==> src/rtl/rns_pkg.sv <==
// ============================================================================
//  Module      : rns_pkg
//  Description : Shared constants and FSM state type for the mod-256/mod-129
//                RNS datapath and its binary reverse converter.
//  Revision    : 1.0  initial release
// ============================================================================
`default_nettype none

package rns_pkg;

    localparam int unsigned MOD_A       = 256;
    localparam int unsigned MOD_B       = 129;
    localparam int unsigned INV_A_MOD_B = 64;
    localparam int unsigned HALF_RANGE  = 16512;
    localparam int unsigned FULL_RANGE  = 33024;

    typedef enum logic [2:0] {
        IDLE = 3'd0,
        DIFF = 3'd1,
        DBL  = 3'd2,
        COMB = 3'd3,
        HOLD = 3'd4
    } state_t;

endpackage

`default_nettype wire

==> src/rtl/rns_mod129_dbl.sv <==
// ============================================================================
//  Module      : rns_mod129_dbl
//  Description : Combinational modular doubling, d_out = (2 * d_in) mod 129,
//                for d_in in 0..128.
//  Revision    : 1.0  initial release
// ============================================================================
`default_nettype none

module rns_mod129_dbl
    import rns_pkg::*;
(
    input  logic [7:0] d_in,
    output logic [7:0] d_out
);

    logic [8:0] w_twice;
    logic [8:0] w_reduced;

    assign w_twice   = {d_in, 1'b0};
    assign w_reduced = (w_twice >= 9'(MOD_B)) ? (w_twice - 9'(MOD_B)) : w_twice;
    assign d_out     = 8'(w_reduced);

endmodule

`default_nettype wire

==> src/rtl/rns_to_bin_crt.sv <==
// ============================================================================
//  Module      : rns_to_bin_crt
//  Description : Iterative two-modulus CRT reverse converter (mod 256, mod 129)
//                with valid/ready handshakes; fixed 8-cycle latency.
//  Revision    : 1.0  initial release
// ============================================================================
`default_nettype none

module rns_to_bin_crt
    import rns_pkg::*;
#(
    parameter int RES_W = 8,
    parameter int OUT_W = 16
) (
    input  logic             clk,
    input  logic             rst,
    input  logic             in_valid,
    output logic             in_ready,
    input  logic [RES_W-1:0] r256,
    input  logic [RES_W-1:0] r129,
    input  logic             sgn_mode,
    output logic             out_valid,
    input  logic             out_ready,
    output logic [OUT_W-1:0] dout,
    output logic             err
);

    localparam int DBL_N = $clog2(INV_A_MOD_B);

    state_t           r_state;
    logic [2:0]       r_cnt;
    logic [RES_W-1:0] r_r256;
    logic [RES_W-1:0] r_r129;
    logic             r_sgn;
    logic             r_bad;
    logic [7:0]       r_d;

    logic [8:0]  w_a;
    logic [8:0]  w_diff;
    logic        w_bad;
    logic [7:0]  w_d_dbl;
    logic [15:0] w_x;
    logic [15:0] w_res;

    rns_mod129_dbl u_dbl (
        .d_in  (r_d),
        .d_out (w_d_dbl)
    );

    // (r129 - r256 mod 129) mod 129; the added MOD_B keeps the borrow case positive
    assign w_a    = (9'(r_r256) >= 9'(MOD_B)) ? (9'(r_r256) - 9'(MOD_B)) : 9'(r_r256);
    assign w_diff = (9'(r_r129) >= w_a) ? (9'(r_r129) - w_a)
                                        : (9'(r_r129) + 9'(MOD_B) - w_a);
    assign w_bad  = 9'(r_r129) > 9'(MOD_B - 1);

    assign w_x    = 16'(r_r256) + (16'(r_d) << $clog2(MOD_A));
    assign w_res  = (r_sgn && (w_x >= 16'(HALF_RANGE))) ? (w_x - 16'(FULL_RANGE)) : w_x;

    assign in_ready = (r_state == IDLE);

    always_ff @(posedge clk) begin
        if (rst) begin
            r_state   <= IDLE;
            r_cnt     <= 3'd0;
            r_r256    <= '0;
            r_r129    <= '0;
            r_sgn     <= 1'b0;
            r_bad     <= 1'b0;
            r_d       <= 8'd0;
            out_valid <= 1'b0;
            dout      <= '0;
            err       <= 1'b0;
        end else begin
            case (r_state)
                IDLE: begin
                    if (in_valid) begin
                        r_r256  <= r256;
                        r_r129  <= r129;
                        r_sgn   <= sgn_mode;
                        r_state <= DIFF;
                    end
                end
                DIFF: begin
                    r_bad   <= w_bad;
                    r_d     <= w_bad ? 8'd0 : 8'(w_diff);
                    r_cnt   <= 3'd0;
                    r_state <= DBL;
                end
                DBL: begin
                    r_d <= w_d_dbl;
                    if (r_cnt == 3'(DBL_N - 1)) begin
                        r_cnt   <= 3'd0;
                        r_state <= COMB;
                    end else begin
                        r_cnt <= r_cnt + 3'd1;
                    end
                end
                COMB: begin
                    dout      <= r_bad ? '0 : OUT_W'(w_res);
                    err       <= r_bad;
                    out_valid <= 1'b1;
                    r_state   <= HOLD;
                end
                HOLD: begin
                    if (out_ready) begin
                        out_valid <= 1'b0;
                        r_state   <= IDLE;
                    end
                end
                default: r_state <= IDLE;
            endcase
        end
    end

endmodule

`default_nettype wire
==> config.mk <==
export PLATFORM = sky130hd
export DESIGN_NAME = rns_to_bin_crt
export DESIGN_NICKNAME = d
export VERILOG_FILES = /design/src/rtl/rns_pkg.sv /design/src/rtl/rns_mod129_dbl.sv /design/src/rtl/rns_to_bin_crt.sv
export SDC_FILE = /design/constraint.sdc
export NUM_CORES = 1
export LEC_CHECK = 0
export ABC_AREA = 0
export CORE_ASPECT_RATIO = 0.75
export CORE_MARGIN = 3
export CORE_UTILIZATION = 35
export CTS_CLUSTER_DIAMETER = 120
export DETAILED_ROUTE_END_ITERATION = 8
export HOLD_SLACK_MARGIN = 0.12
export PLACE_DENSITY = 0.6
export SYNTH_ARGS = -nofsm -noshare
export SYNTH_HDL_FRONTEND = slang
export SYNTH_SLANG_ARGS = --single-unit
==> constraint.sdc <==
create_clock -name clk -period 3.59 [get_ports clk]
set_clock_uncertainty 0.1 [all_clocks]
set_input_delay 0.718 -clock clk [delete_from_list [all_inputs] [get_ports clk]]
set_output_delay 0.718 -clock clk [all_outputs]
set_load 0.01 [all_outputs]
==> metrics.cfg <==
[detailed_routing]
finalWirelength_um=9560
vias=3254
dr.pass1.iters=4
drc=0
vias_per_cell=5.23
wl_per_cell_um=15.4
final_antenna_net_count=0
drtIter0Drc=107

[timing]
grt_setup_unrepaired=true
period_share=0.997
finalHoldViolCount=0
slew_headroom=0.487
min_period_ps=3580
hold_ws_ps=357
fmax_mhz=279
setup_viol=0
worst_slew_pin_slew_ps=763
finalMaxSlewViolations=0

[outcome]
status=finished clean

[clock_tree]
htreeDepth=2
cts_root_buffer=clkbuf_16
cts_tree=done
clk-insertion-delay-late_ps=290
path_clk_slew_ps=70
cts_made_buffers=5
clk_path_buf_depth=2
cts.sinks=50

[final_layout]
layout_commonest_cell=nand2_1
final_util=0.477
post-route-cell-area_mm2=0.00447
seq_area_mm2=0.00100
nNetsFinal=533
layout_common_cells=nand2_1, dfxtp_1, a21oi_1
antenna-diode-count=0
multiInputGateArea_mm2=0.00240
drive_gt1_frac=0.209
area.growth.synth_to_final_pct=28.3
fill_cells=946

[logic_synthesis]
ys.flop_type=dfxtp_1
async_flop_share=0
synth_top_area_share=0.287
synth.net_count=480
yosysTopAreaCell=dfxtp_1
synthTopCellsByArea=dfxtp_1, nand2_1, a21oi_1
ys_seq_area_frac=0.287
ys_seq_elements=50
syn_inst=440
synth_edf_count=0
netlist_area_mm2=0.00349
yosys_warnings=0
syn_area_per_cell_um2=7.93
ys_types=76

[pwr]
powerDensity_mw_per_mm2=505
leakage_nw=1.61
total_power_mw=2.26
vdd.ir_drop.worst_uv=198

[worst_hold_path]
min_path_type=register to register
hold_start=dout[9]$_SDFFE_PP0P_
hold_depth=2
min_to=dout[9]$_SDFFE_PP0P_

[floorplan]
pin_count=40
die_area_mm2=0.0112
initial_core_util=0.372
chipWidth_um=121
core_area_mm2=0.00938
rows=30
dieHeight_um=92.5

[placed_design]
port_buffers=39
dpl_cell_area_mm2=0.00416
hpwl_um=7360
finalWeightedCongestion=0.846

[global_routing]
grt_pass1_wl_um=15500
grt.overflow.total=0
grt_antenna_before_repair=0
grt_max_degree=30
grt_use_total=0.171
first_global_vias=3060

[worst_setup_path]
path_max_fanout=4
r2r_start=r_r256[1]$_SDFFE_PP0P_
rr_worst_depth=15
path_class=register to register
worstPathRequired_ps=3720
worst-endpoint-arrival_ps=3710
crit_path_end_kind=register
start_kind=register
r2r_slack_ps=9
regToRegEndpoint=r_d[7]$_SDFFE_PP0N_

[run]
maxCapViolCount=0

sequential cells by signal (all words and copies together) (netlist names):
| signal | cells |
|---|---|
| r_state | 3 |
| r_cnt | 3 |
| r_d | 8 |
| r_r256 | 8 |
| out_valid | 1 |
| r_r129 | 8 |
| r_bad | 1 |
| err | 1 |
| r_sgn | 1 |
| dout | 16 |
cell usage after synthesis (4+ instances only):
library cell and count:
nor3b_1 6, buf_2 5, fa_1 4, maj3_1 5, xor2_1 4, nor3_1 13
clkbuf_1 21, nor2b_1 6, a22oi_1 9, ha_1 15, o211ai_1 5, a211oi_1 4
o21ai_0 11, nor2_1 38, inv_1 21, nand2b_1 4, nand4_1 4, nand3_1 4
dfxtp_1 50, a21oi_1 46, o31ai_1 4, nand2_1 68, xnor2_1 21
worst max path at each step:
stage / from / to / slack (ps) / cells after the start
2_1_floorplan: r_r256[1]$_SDFFE_PP0P_ / r_d[5]$_SDFFE_PP0N_ / 0.9 / 16
3_5_place_dp: r_r256[0]$_SDFFE_PP0P_ / r_d[5]$_SDFFE_PP0N_ / -120 / 15
4_1_cts: r_r256[1]$_SDFFE_PP0P_ / r_d[4]$_SDFFE_PP0N_ / 6 / 11
5_1_grt: r_r256[1]$_SDFFE_PP0P_ / r_d[5]$_SDFFE_PP0N_ / -170 / 16
3_3_place_gp: r_r256[1]$_SDFFE_PP0P_ / r_d[5]$_SDFFE_PP0N_ / 9 / 16
6_report: r_r256[1]$_SDFFE_PP0P_ / r_d[7]$_SDFFE_PP0N_ / 9 / 15
metal layers:
| metal | global-route usage | up-vias | wire length (µm) |
|---|---|---|---|
| met2 | 0.249 | 74 | 4050 |
| met3 | 0.0372 | 4 | 541 |
| li1 | - | 1639 | - |
| met5 | 0 | - | 0 |
| met4 | 0.0187 | 0 | 31 |
| met1 | 0.263 | 1537 | 4930 |
worst max-delay path: stages (launching register included):
cell and delay (ps):
dfxtp_2 340, inv_2 50, ha_4 150, or4_4 470, o31ai_4 250, xnor2_1 200
ha_2 250, nand2b_1 180, a21oi_2 90, o221a_4 270, a31oi_1 170, buf_4 150
and4b_4 260, nor2_2 60, or3_1 400, a21oi_2 110
report_power, final:
part,leakage (nW),switching (mW),internal [mW]
Combinational,1.13,0.555,0.517
Clock,0.0759,0.230,0.266
Sequential,0.408,0.0895,0.603
Total,1.61,0.875,1.39
cells by family (layout without fill, tap and decap cells):
kind of cell,count (synthesis),in the layout,share of synthesized area
AOI/OAI and AO/OA,113,113,0.231
buffers and inverters,51,105,0.0631
xor gates and xnor gates,26,26,0.0674
adders and majority gates,24,24,0.0911
and+or+nand+nor,173,173,0.252
muxes,3,3,0.00861
DFF,50,50,0.287
through the flow:
stage	instances	setup WS [ps]	setup TNS, ps
2_1_floorplan	440	0.932	0
3_3_place_gp	609	9.13	0
3_5_place_dp	609	-117	-318
4_1_cts	618	5.57	0
5_1_grt	622	-175	-835
6_report	622	9.14	0
timing repair:
action                                 CTS  global route
gates resized for setup                 11            22
pin swaps                                3             8
endpoints found under the hold margin    0             0
hold buffers                             0             0
setup buffers                            1             4
setup endpoints to repair                6             6
layout make-up:
type / instances / area share
inverter: 21 / 0.0176
multi-input combinational: 339 / 0.536
clock buffer: 5 / 0.0280
sequential: 50 / 0.224
clock inverter: 3 / 0.00643
timing repair buffer: 76 / 0.152
tap: 128 / 0.0358
No activity file was read; power rests on OpenSTA's default activity.
